File: config.mk
export PLATFORM = sky130hd
export DESIGN_NAME = fp_accumulator
export DESIGN_NICKNAME = d
export VERILOG_FILES = /design/src/rtl/fp_accumulator.sv
export SDC_FILE = /design/constraint.sdc
export NUM_CORES = 1
export LEC_CHECK = 0
export CAP_MARGIN = 15
export CORE_AREA = 2 2 200 349
export CTS_CLUSTER_DIAMETER = 150
export DETAILED_ROUTE_END_ITERATION = 7
export DIE_AREA = 0 0 202 351
export HOLD_SLACK_MARGIN = 0.1
export SYNTH_ARGS = -nofsm -noshare
export SYNTH_HDL_FRONTEND = slang
export SYNTH_SLANG_ARGS = --single-unit
File: constraint.sdc
create_clock -name clk -period 16.1 [get_ports clk]
set_clock_uncertainty 0.05 [all_clocks]
set_input_delay 3.22 -clock clk [delete_from_list [all_inputs] [get_ports clk]]
set_output_delay 3.22 -clock clk [all_outputs]
set_load 0.02 [all_outputs]
File: src/rtl/fp_accumulator.sv
// rtl/fp_accumulator.sv - binary32 running-sum accumulator, four cycles per operand, groups ended by in_last.
// Define FP_ACC_RNE_EN for round-to-nearest-even; the default build truncates and saturates on overflow.
module fp_accumulator #(
    parameter int          COUNT_W  = 16,
    parameter logic [31:0] INIT_SUM = 32'h00000000
) (
    input  logic               clk,
    input  logic               rst,
    input  logic [31:0]        in_data,
    input  logic               in_valid,
    input  logic               in_last,
    output logic               in_ready,
    input  logic               acc_clear,
    output logic [31:0]        sum,
    output logic               sum_valid,
    output logic [COUNT_W-1:0] count,
    output logic               overflow
);

`ifdef FP_ACC_RNE_EN
    localparam logic RNE_EN = 1'b1;
`else
    localparam logic RNE_EN = 1'b0;
`endif

    typedef enum logic [1:0] {S_IDLE, S_ALIGN, S_ADD, S_NORM} state_t;

    state_t             r_state;
    logic               r_in_ready;
    logic [31:0]        r_sum;
    logic               r_sum_valid;
    logic [COUNT_W-1:0] r_count;
    logic               r_overflow;
    logic [31:0]        r_op;
    logic               r_last;
    logic               r_spec;
    logic [31:0]        r_spec_val;
    logic               r_a_sign;
    logic               r_b_sign;
    logic [7:0]         r_exp;
    logic [23:0]        r_a_mant;
    logic [26:0]        r_b_mant;
    logic [27:0]        r_mag;
    logic               r_res_sign;

    // Special-value detection on the raw encodings
    logic        w_s_nan, w_s_inf, w_o_nan, w_o_inf, w_spec;
    logic [31:0] w_spec_val;
    always_comb begin
        w_s_nan    = (r_sum[30:23] == 8'hFF) && (r_sum[22:0] != 23'd0);
        w_s_inf    = (r_sum[30:23] == 8'hFF) && (r_sum[22:0] == 23'd0);
        w_o_nan    = (r_op[30:23] == 8'hFF) && (r_op[22:0] != 23'd0);
        w_o_inf    = (r_op[30:23] == 8'hFF) && (r_op[22:0] == 23'd0);
        w_spec     = w_s_nan || w_s_inf || w_o_nan || w_o_inf;
        w_spec_val = r_op;
        if (w_s_nan || w_o_nan || (w_s_inf && w_o_inf && (r_sum[31] != r_op[31])))
            w_spec_val = 32'h7FC00000;
        else if (w_s_inf)
            w_spec_val = r_sum;
    end

    // Alignment: denormals flushed to zero, larger magnitude becomes A
    logic [30:0] w_s_mag, w_o_mag;
    logic [31:0] w_big, w_small;
    logic [23:0] w_big_mant, w_small_mant;
    logic [7:0]  w_diff;
    logic [26:0] w_b_ext, w_b_shr, w_b_aligned;
    logic        w_b_lost;
    always_comb begin
        w_s_mag      = (r_sum[30:23] == 8'd0) ? 31'd0 : r_sum[30:0];
        w_o_mag      = (r_op[30:23] == 8'd0) ? 31'd0 : r_op[30:0];
        if (w_o_mag > w_s_mag) begin
            w_big   = {r_op[31], w_o_mag};
            w_small = {r_sum[31], w_s_mag};
        end else begin
            w_big   = {r_sum[31], w_s_mag};
            w_small = {r_op[31], w_o_mag};
        end
        w_big_mant   = {|w_big[30:23], w_big[22:0]};
        w_small_mant = {|w_small[30:23], w_small[22:0]};
        w_diff       = w_big[30:23] - w_small[30:23];
        w_b_ext      = {w_small_mant, 3'b000};
        w_b_shr      = w_b_ext >> w_diff;
        w_b_lost     = |(w_b_ext & ~({27{1'b1}} << w_diff));
        if (w_diff >= 8'd27)
            w_b_aligned = {26'd0, |w_small_mant};
        else
            w_b_aligned = {w_b_shr[26:1], w_b_shr[0] | w_b_lost};
    end

    logic [27:0] w_add_mag;
    always_comb begin
        if (r_a_sign == r_b_sign)
            w_add_mag = {1'b0, r_a_mant, 3'b000} + {1'b0, r_b_mant};
        else
            w_add_mag = {1'b0, r_a_mant, 3'b000} - {1'b0, r_b_mant};
    end

    logic [4:0] w_lzc;
    always_comb begin
        w_lzc = 5'd0;
        for (int i = 0; i < 27; i++)
            if (r_mag[i]) w_lzc = 5'(26 - i);
    end

    // Normalise, round, then range-check the final exponent
    logic [26:0]       w_norm_m;
    logic signed [9:0] w_norm_e, w_fin_e;
    logic              w_inc;
    logic [24:0]       w_rnd;
    logic [23:0]       w_fin_m;
    logic              w_ovf;
    logic [31:0]       w_result;
    always_comb begin
        if (r_mag[27]) begin
            w_norm_m = {r_mag[27:2], r_mag[1] | r_mag[0]};
            w_norm_e = $signed({2'b00, r_exp}) + 10'sd1;
        end else begin
            w_norm_m = r_mag[26:0] << w_lzc;
            w_norm_e = $signed({2'b00, r_exp}) - $signed({5'd0, w_lzc});
        end
        w_inc = RNE_EN & w_norm_m[2] & (w_norm_m[1] | w_norm_m[0] | w_norm_m[3]);
        w_rnd = {1'b0, w_norm_m[26:3]} + {24'd0, w_inc};
        if (w_rnd[24]) begin
            w_fin_m = w_rnd[24:1];
            w_fin_e = w_norm_e + 10'sd1;
        end else begin
            w_fin_m = w_rnd[23:0];
            w_fin_e = w_norm_e;
        end
        w_ovf    = 1'b0;
        w_result = {r_res_sign, w_fin_e[7:0], w_fin_m[22:0]};
        if (r_spec) begin
            w_result = r_spec_val;
        end else if ((r_mag == 28'd0) || (w_fin_e < 10'sd1)) begin
            w_result = 32'h00000000;
        end else if (w_fin_e >= 10'sd255) begin
            w_ovf    = 1'b1;
            w_result = RNE_EN ? {r_res_sign, 8'hFF, 23'd0} : {r_res_sign, 31'h7F7FFFFF};
        end
    end

    always_ff @(posedge clk or posedge rst) begin
        if (rst) begin
            r_state     <= S_IDLE;
            r_in_ready  <= 1'b1;
            r_sum       <= INIT_SUM;
            r_sum_valid <= 1'b0;
            r_count     <= '0;
            r_overflow  <= 1'b0;
            r_op        <= 32'd0;
            r_last      <= 1'b0;
            r_spec      <= 1'b0;
            r_spec_val  <= 32'd0;
            r_a_sign    <= 1'b0;
            r_b_sign    <= 1'b0;
            r_exp       <= 8'd0;
            r_a_mant    <= 24'd0;
            r_b_mant    <= 27'd0;
            r_mag       <= 28'd0;
            r_res_sign  <= 1'b0;
        end else if (acc_clear) begin
            r_state     <= S_IDLE;
            r_in_ready  <= 1'b1;
            r_sum       <= INIT_SUM;
            r_sum_valid <= 1'b0;
            r_count     <= '0;
            r_overflow  <= 1'b0;
        end else if (r_sum_valid) begin
            // Edge after the group pulse: restart the group and reopen the input
            r_state     <= S_IDLE;
            r_in_ready  <= 1'b1;
            r_sum       <= INIT_SUM;
            r_sum_valid <= 1'b0;
            r_count     <= '0;
            r_overflow  <= 1'b0;
        end else begin
            case (r_state)
                S_IDLE: begin
                    if (in_valid && r_in_ready) begin
                        r_op       <= in_data;
                        r_last     <= in_last;
                        r_in_ready <= 1'b0;
                        r_state    <= S_ALIGN;
                    end
                end
                S_ALIGN: begin
                    r_spec     <= w_spec;
                    r_spec_val <= w_spec_val;
                    r_a_sign   <= w_big[31];
                    r_b_sign   <= w_small[31];
                    r_exp      <= w_big[30:23];
                    r_a_mant   <= w_big_mant;
                    r_b_mant   <= w_b_aligned;
                    r_state    <= S_ADD;
                end
                S_ADD: begin
                    r_mag      <= w_add_mag;
                    r_res_sign <= r_a_sign;
                    r_state    <= S_NORM;
                end
                default: begin
                    r_sum   <= w_result;
                    r_count <= r_count + {{(COUNT_W-1){1'b0}}, 1'b1};
                    if (w_ovf) r_overflow <= 1'b1;
                    if (r_last) r_sum_valid <= 1'b1;
                    else        r_in_ready  <= 1'b1;
                    r_state <= S_IDLE;
                end
            endcase
        end
    end

    assign in_ready  = r_in_ready;
    assign sum       = r_sum;
    assign sum_valid = r_sum_valid;
    assign count     = r_count;
    assign overflow  = r_overflow;

endmodule
==> summary.md, run 1 <==
| Metric | Value |
|---|---|
| Primary FF master, synth | dfrtp_1 |
| WL final | 70300 um |
| CTS buffer count | 20 |
| Seq cells post-synth | 209 |
| DRC Markers | 0 |
| Commonest cells after routing, fill and taps aside | nand2_1 (261), dfrtp_1 (208), nor2_1 (185), a21oi_1 (171), o21ai_0 (157) |
| Startpoint Class | flop |
| P&R area growth vs syn | 14.0% |
| Clk_lat worst skew | roughly 0.54 ns |
| Synth Area in XOR/XNOR | 2.75% |
| Syn nets | 2215 |
| Worst path required time | 16.47 ns |
| Ys Warns | 0 |
| Adder-cell share of the synthesized area | 7.13% |
| Synthesized area per cell | 8.09 um^2 |
| Critical path peak fanout | 26 |
| Via/cell ratio | 5.45 |
| Largest family of logic cells by synthesized area | compound AO/OA/AOI/OAI gates |
| Grt total ovfl | 0 |
| Clk root buf | clkbuf_16 |
| Core Area | a little under 70000 um^2 |
| Hold buffers post-CTS | 0 |
| Number of fill cells | 7272 |
| Worst EP arrival | 7.02 ns |
| Die W | 202 um |
| H-tree levels | 1 |
| PortBufs | 87 |
| Largest net degree at the start of global routing | 82 |
| CP startpoint | r_op[30]$_DFFE_PP0P_ |
| Gpl congestion | between 1 and 1.5 |
| Starting Density | 24.7% |
| Routed length per instance | roughly 23 um |
| Synth Area in Compound Gates | 24.8% |
| Post-synthesis simple-gate area fraction | between 10% and 20% |
| Least-Margin Pin Slew | ~1.0 ns |
| Antenna Cells | 0 |
| Vias | around 16000 |
| Post-synth EDFFs | 0 |
| Worst min path class | reg2reg |
| Mapped Area | 16800 um^2 |
| Dpl hpwl | 54300 um |
| CTS tree | yes |
| Seq/Total Area, Yosys | 31.0% |
| Crit-path cells | nor4_1, nand2_1, nand2_1, inv_1, ha_1, o21ai_0, a211oi_1, o22ai_1, o221ai_1, a22oi_4, nor2_1, a21oi_1, ha_1, buf_4, inv_1, mux4_2, nand2_1, o2111ai_1, a311oi_1, nand4_1, o32a_1 |
| Row cnt | about 130 |
| Achievable Freq | 150 MHz |
| RSZ-0062 raised after global routing | no |
| Async SR Flop Fraction | 100% |
| Clock buffer depth | 3 |
| Status | finished, final reports clean |
| DIE AREA | 70900 um^2 |
| Count of final setup violators | 0 |
| DRT Pass-1 Iters | 8 |
| Max-slew violation count | 0 |
| Setup Crit Path Kind | reg2reg |
| RR Startpoint | r_op[30]$_DFFE_PP0P_ |
| GRT Util Overall | 19.4% |
| Post-synthesis mux area share | 9.57% |
| Antenna viol nets, final | 0 |
| HP Start | r_spec_val[31]$_DFFE_PP0P_ |
| First-pass GRT wire length | 104000 um |
| Post-layout nets | 2211 |
| Slew HR | 29.0% |
| # IOs | around 90 |
| Crit share post-route | 41.4% |
| CP max-delay cell | nand2_1 |
| Max-Cap Viols | 0 |
| Post-CTS setup buffer count | 0 |
| Clk sink count | 209 |
| CTS resizes | 0 |
| Cell variety after synth | 90 |
| Cells after Synth | 2084 |
| Initial antenna violation count | 0 |
| Largest stage delay, worst path | 0.67 ns |
| Final hold viol count | 0 |
| Die height | 351 um |
| Initial DRC count | 1570 |
| Final TNS setup | 0 ns |
| Leading cell type in the layout, fill and taps excluded | nand2_1 |
| Layout cells sized above 1 | 7.88% |
| Cell mode on critical path | nand2_1 |
| Reg clk slew, reported paths | 0.08 ns |
| Period minus WS final | ~6.7 ns |
| Vias in the first global route | 16000 |
| Setup crit end kind | flop |
-- worst max-delay path: cells and delay by family (launching register included) --
kind | cells | cell delay, ns
AND/OR/NAND/NOR | 6 | 1.65
adder cells (fa/ha/maj) | 2 | 0.57
multiplexers | 1 | 0.63
buffers and inverters | 3 | 1.01
AO/OA/AOI/OAI | 9 | 2.12
flip-flops | 1 | 0.45
-- synth_stat cells, types with 8 or more instances --
cell type,number,area (um^2)
inv_1,114,428
nor4_1,28,175
a21boi_0,9,67.6
o21ai_0,157,786
nor3_1,39,195
dfrtp_1,208,5200
buf_1,13,48.8
o22ai_1,26,163
a211oi_1,26,195
nand3_1,47,235
and3_1,13,81.3
nand2b_1,15,93.8
o31ai_1,12,90.1
mux2_2,54,608
a31oi_1,41,257
a221oi_1,13,114
mux4_2,12,270
xor2_1,19,166
or3_1,20,125
nor2b_1,21,131
nor2_1,186,698
a21o_1,11,82.6
nand2_1,262,983
nand4_1,26,163
buf_2,10,50.1
a21oi_1,171,856
xnor2_1,34,298
o211ai_1,26,195
a22oi_1,13,97.6
o21a_1,8,60.1
clkbuf_1,113,424
a22o_1,26,228
mux2i_1,72,721
ha_1,92,1150
o22a_1,9,78.8
-- worst paths after layout --
| path | endpoint | slack, ns | cells after the start |
|---|---|---|---|
| worst max register to register | r_b_mant[0]$_DFFE_PP0P_ | 9.44 | 21 |
| worst min-delay path | r_spec_val[31]$_DFFE_PP0P_ | 0.43 | 2 |
| max in group asynchronous | r_op[26]$_DFFE_PP0P_ | 10.66 | 4 |
| worst min register to register | r_spec_val[31]$_DFFE_PP0P_ | 0.43 | 2 |
| min in group asynchronous | r_mag[12]$_DFFE_PP0P_ | 3.11 | 2 |
| worst max-delay path | r_b_mant[0]$_DFFE_PP0P_ | 9.44 | 21 |
-- cell families (layout without fill, tap and decap cells) --
logic type / Yosys count / in the layout
compound gates: 641 / 641
xor+xnor: 53 / 53
fa+ha+maj: 95 / 95
mux: 139 / 139
buf+inv: 261 / 271
simple gates: 686 / 686
flops: 209 / 209
-- stage by stage --
step	worst slack [ns]	cell area (um^2)	instances	utilization, %	hold slack (ns)
floorplan	7.12	16800	2084	-	0.401
global placement	9.60	18500	2960	27.2	0.418
detailed placement	9.59	18500	2960	27.2	0.422
CTS	9.54	19200	2996	28.2	0.438
global route	9.04	19200	2997	28.2	0.472
finish	9.44	19200	2997	28.2	0.433
-- final cells by class --
cell class                      instances  area (um^2)  share of cell area (%)
Clock buffer                           29          564                    2.94
Clock inverter                          7          105                   0.547
Inverter                              119          454                    2.36
Multi-Input combinational cell       1614        10600                    55.4
Sequential cell                       209         5230                    27.2
Tap cell                              903         1130                    5.88
Timing Repair Buffer                  116         1090                    5.66
-- sequential cells by signal, summed over array words and instances, names as in the netlist, 2 cells and up --
register and cells:
r_exp 8, r_spec_val 32, r_op 32, r_a_mant 24, sum 32, r_b_mant 27, r_mag 28, r_state 2
count 16
-- layer usage --
layer  track usage, %  vias to the layer above  wire [um]
met2             36.7                      639      36900
met3             1.80                      232       3120
met4             14.6                        0       5950
met5                0                        -          0
li1                 -                     7557          -
met1             19.6                     7906      24300
Power of run 1 is not shown: default switching activity piles up to over one toggle a cycle in this logic, so the estimate is an artifact.
==> inputs of run 2 (changes only) <==
==> constraint.sdc (replaced) <==
create_clock -name clk -period 5.75 [get_ports clk]
set_clock_uncertainty 0.05 [all_clocks]
set_input_delay 1.15 -clock clk [delete_from_list [all_inputs] [get_ports clk]]
set_output_delay 1.15 -clock clk [all_outputs]
set_load 0.02 [all_outputs]
==> run 2 against run 1 <==
Compared with the run above: global-route usage increased by 0.76 points; hold slack improved by 0.0097 ns; non-clock buffer count increased by 67; flip-flop and latch count stayed put; routed wire length up 3.5%; core utilization is 1.0 points higher; critical path type unchanged; via count increased by 1.4%.
==> summary.md, run 2 (synthesis results as in run 1) <==
| Metric | Value |
|---|---|
| Status | finished, final reports clean (unchanged) |
| Slew HR | 21.4% (was 29.0%) |
| Hold-critical path depth | 2 (unchanged) |
| RSZ-0062 raised after global routing | no (unchanged) |
| Crit-path cells | nor4_1, nand2_1, buf_12, nand2_1, inv_1, ha_1, nand4_1, or4_4, a22oi_4, nor2_1, a21oi_1, ha_1, inv_1, nand2_1, o221ai_1, nor3_2, buf_4, buf_4, buf_4, mux2i_1, nor3b_1, a21oi_1, o22ai_1 (was nor4_1, nand2_1, nand2_1, inv_1, ha_1, o21ai_0, a211oi_1, o22ai_1, o221ai_1, a22oi_4, nor2_1, a21oi_1, ha_1, buf_4, inv_1, mux4_2, nand2_1, o2111ai_1, a311oi_1, nand4_1, o32a_1) |
| HP Start | r_spec_val[31]$_DFFE_PP0P_ (unchanged) |
| Leading cell type in the layout, fill and taps excluded | nand2_1 (unchanged) |
| Clk root buf | clkbuf_16 (unchanged) |
| Post-layout nets | 2280 (was 2211) |
| Antenna viol nets, final | 0 (unchanged) |
| Startpoint Class | flop (unchanged) |
| Gpl congestion | 1.02 (was 1.01) |
| R2R Setup Slk | 0.36 ns (was 9.44 ns) |
| Vias | 16600 (was 16300) |
| Routed length per instance | 23.7 um (was 23.5 um) |
| Least-Margin Pin Slew | 1.18 ns (was 1.04 ns) |
| Core Area | 68200 um^2 (unchanged) |
| Initial DRC count | 1306 (was 1570) |
| Setup crit end kind | flop (unchanged) |
| First-pass GRT wire length | 107000 um (was 104000 um) |
| Worst Hold End | r_spec_val[31]$_DFFE_PP0P_ (unchanged) |
| Commonest cells after routing, fill and taps aside | nand2_1 (261), dfrtp_1 (208), nor2_1 (185), a21oi_1 (171), o21ai_0 (156) (was nand2_1 (261), dfrtp_1 (208), nor2_1 (185), a21oi_1 (171), o21ai_0 (157)) |
| DIE AREA | 70900 um^2 (unchanged) |
| Reg clk slew, reported paths | 0.08 ns (about the same) |
| Initial antenna violation count | 0 (unchanged) |
| PortBufs | 87 (unchanged) |
| Via/cell ratio | 5.40 (was 5.45) |
| Achievable Freq | 185 MHz (was 150 MHz) |
| Grt total ovfl | 0 (unchanged) |
| Starting Density | 24.7% (unchanged) |
| Final hold viol count | 0 (unchanged) |
| Die W | 202 um (unchanged) |
| Dpl hpwl | 57000 um (was 54300 um) |
| Count of final setup violators | 0 (unchanged) |
| CTS tree | yes (unchanged) |
| Placed Area | 19100 um^2 (was 18500 um^2) |
| Vias in the first global route | 16500 (was 16000) |
| Design Area, Final | 19900 um^2 (was 19200 um^2) |
| Critical path peak fanout | 25 (was 26) |
| Clk_lat worst skew | 0.55 ns (was 0.54 ns) |
| Final TNS setup | 0 ns (unchanged) |
| Worst R2R End | r_b_mant[11]$_DFFE_PP0P_ (was r_b_mant[0]$_DFFE_PP0P_) |
| GRT Util Overall | 20.2% (was 19.4%) |
| Row cnt | 127 (unchanged) |
| Crit share post-route | 93.8% (was 41.4%) |
| Largest stage delay, worst path | 0.64 ns (was 0.67 ns) |
| Max-Cap Viols | 0 (unchanged) |
| DRC Markers | 0 (unchanged) |
| PnR worst setup slack | 0.358 ns (was 9.44 ns) |
| Worst Path Buf+Inv | 6 (was 3) |
| Number of fill cells | 7242 (was 7272) |
| Clk sink count | 209 (unchanged) |
| DRT Pass-1 Iters | 5 (was 8) |
| Reg2reg path depth | 23 (was 21) |
| Max-slew violation count | 0 (unchanged) |
| Cell family with most CP delay | simple AND/OR/NAND/NOR gates (was compound AO/OA/AOI/OAI gates) |
| Period minus WS final | 5.39 ns (was 6.66 ns) |
| Antenna Cells | 0 (unchanged) |
| Worst EP arrival | 5.79 ns (was 7.02 ns) |
| Layout cells sized above 1 | 11.1% (was 7.88%) |
| Clock buffer depth | 3 (unchanged) |
| CTS buffer count | 22 (was 20) |
| # IOs | 88 (unchanged) |
| Worst min path class | reg2reg (unchanged) |
| P&R area growth vs syn | 18.1% (was 14.0%) |
| Die height | 351 um (unchanged) |
| CP max-delay cell | or4_4 (was nand2_1) |
| Largest net degree at the start of global routing | 138 (was 82) |
| RR Startpoint | r_op[25]$_DFFE_PP0P_ (was r_op[30]$_DFFE_PP0P_) |
| Worst path required time | 6.15 ns (was 16.47 ns) |
| Pre-CTS WS | 0.472 ns (was 9.59 ns) |
| WL final | 72700 um (was 70300 um) |
| H-tree levels | 1 (unchanged) |
| Setup Crit Path Kind | reg2reg (unchanged) |
[run 2: cell types whose count changed in the layout (fill, tap and decap cells not counted), sizes merged]
cell      before  now
buf           28   96
bufinv         2    3
clkbuf        30   27
inv          116  118
clkinvlp       2    3
clkinv         6    8
[run 2: how the worst max path moves through the flow]
stage | slack (ns) | endpoint | from | cells past startpoint
finish | 0.36 | r_b_mant[11]$_DFFE_PP0P_ | r_op[25]$_DFFE_PP0P_ | 23
global route | 0.005 | r_b_mant[11]$_DFFE_PP0P_ | r_op[25]$_DFFE_PP0P_ | 25
CTS | 0.43 | r_b_mant[5]$_DFFE_PP0P_ | r_op[25]$_DFFE_PP0P_ | 24
detailed placement | 0.47 | r_b_mant[13]$_DFFE_PP0P_ | r_op[25]$_DFFE_PP0P_ | 23
global placement | 0.43 | r_b_mant[13]$_DFFE_PP0P_ | r_op[25]$_DFFE_PP0P_ | 25
floorplan | 0.05 | r_b_mant[0]$_DFFE_PP0P_ | sum[24]$_DFFE_PP0P_ | 24
[run 2: stage by stage]
stage          std cells  hold slack, ns  util (%)
5_1_grt             3068           0.473      29.2
6_report            3068           0.443      29.2
3_3_place_gp        3026           0.416      28.0
2_1_floorplan       2084           0.401         -
3_5_place_dp        3026           0.422      28.0
4_1_cts             3066           0.438      29.2
[run 2: timing repair]
item | 4_1_cts | 5_1_grt
hold buffers | 0 | 0
setup endpoints to repair | 0 | 3
resized for setup | 0 | 1
setup buffers | 0 | 1
[run 2: layout make-up]
cell class / instances / area, um^2 / area share (%)
Multi-Input combinational cell: 1614 / 10600 / 53.5
Sequential cell: 209 / 5230 / 26.3
Timing Repair Buffer: 183 / 1660 / 8.35
Tap cell: 903 / 1130 / 5.68
Clock buffer: 27 / 611 / 3.07
Inverter: 119 / 450 / 2.26
Clock inverter: 13 / 171 / 0.861
[run 2: per-layer routing]
| layer | GRT usage, % | vias up | wire length [um] | part of all wire, % |
|---|---|---|---|---|
| met4 | 17.0 | 0 | 6970 | 9.6 |
| met5 | 0 | - | 0 | 0 |
| met2 | 37.5 | 613 | 37800 | 52 |
| li1 | - | 7704 | - | - |
| met1 | 20.1 | 7989 | 24800 | 34 |
| met3 | 2.18 | 262 | 3140 | 4.3 |
[run 2: worst min-delay path: stages (launching register included)]
cell and delay [ns]:
dfrtp_1 0.35, nand2_1 0.05, o21ai_0 0.06
Power of run 2 is left out for the same reason.
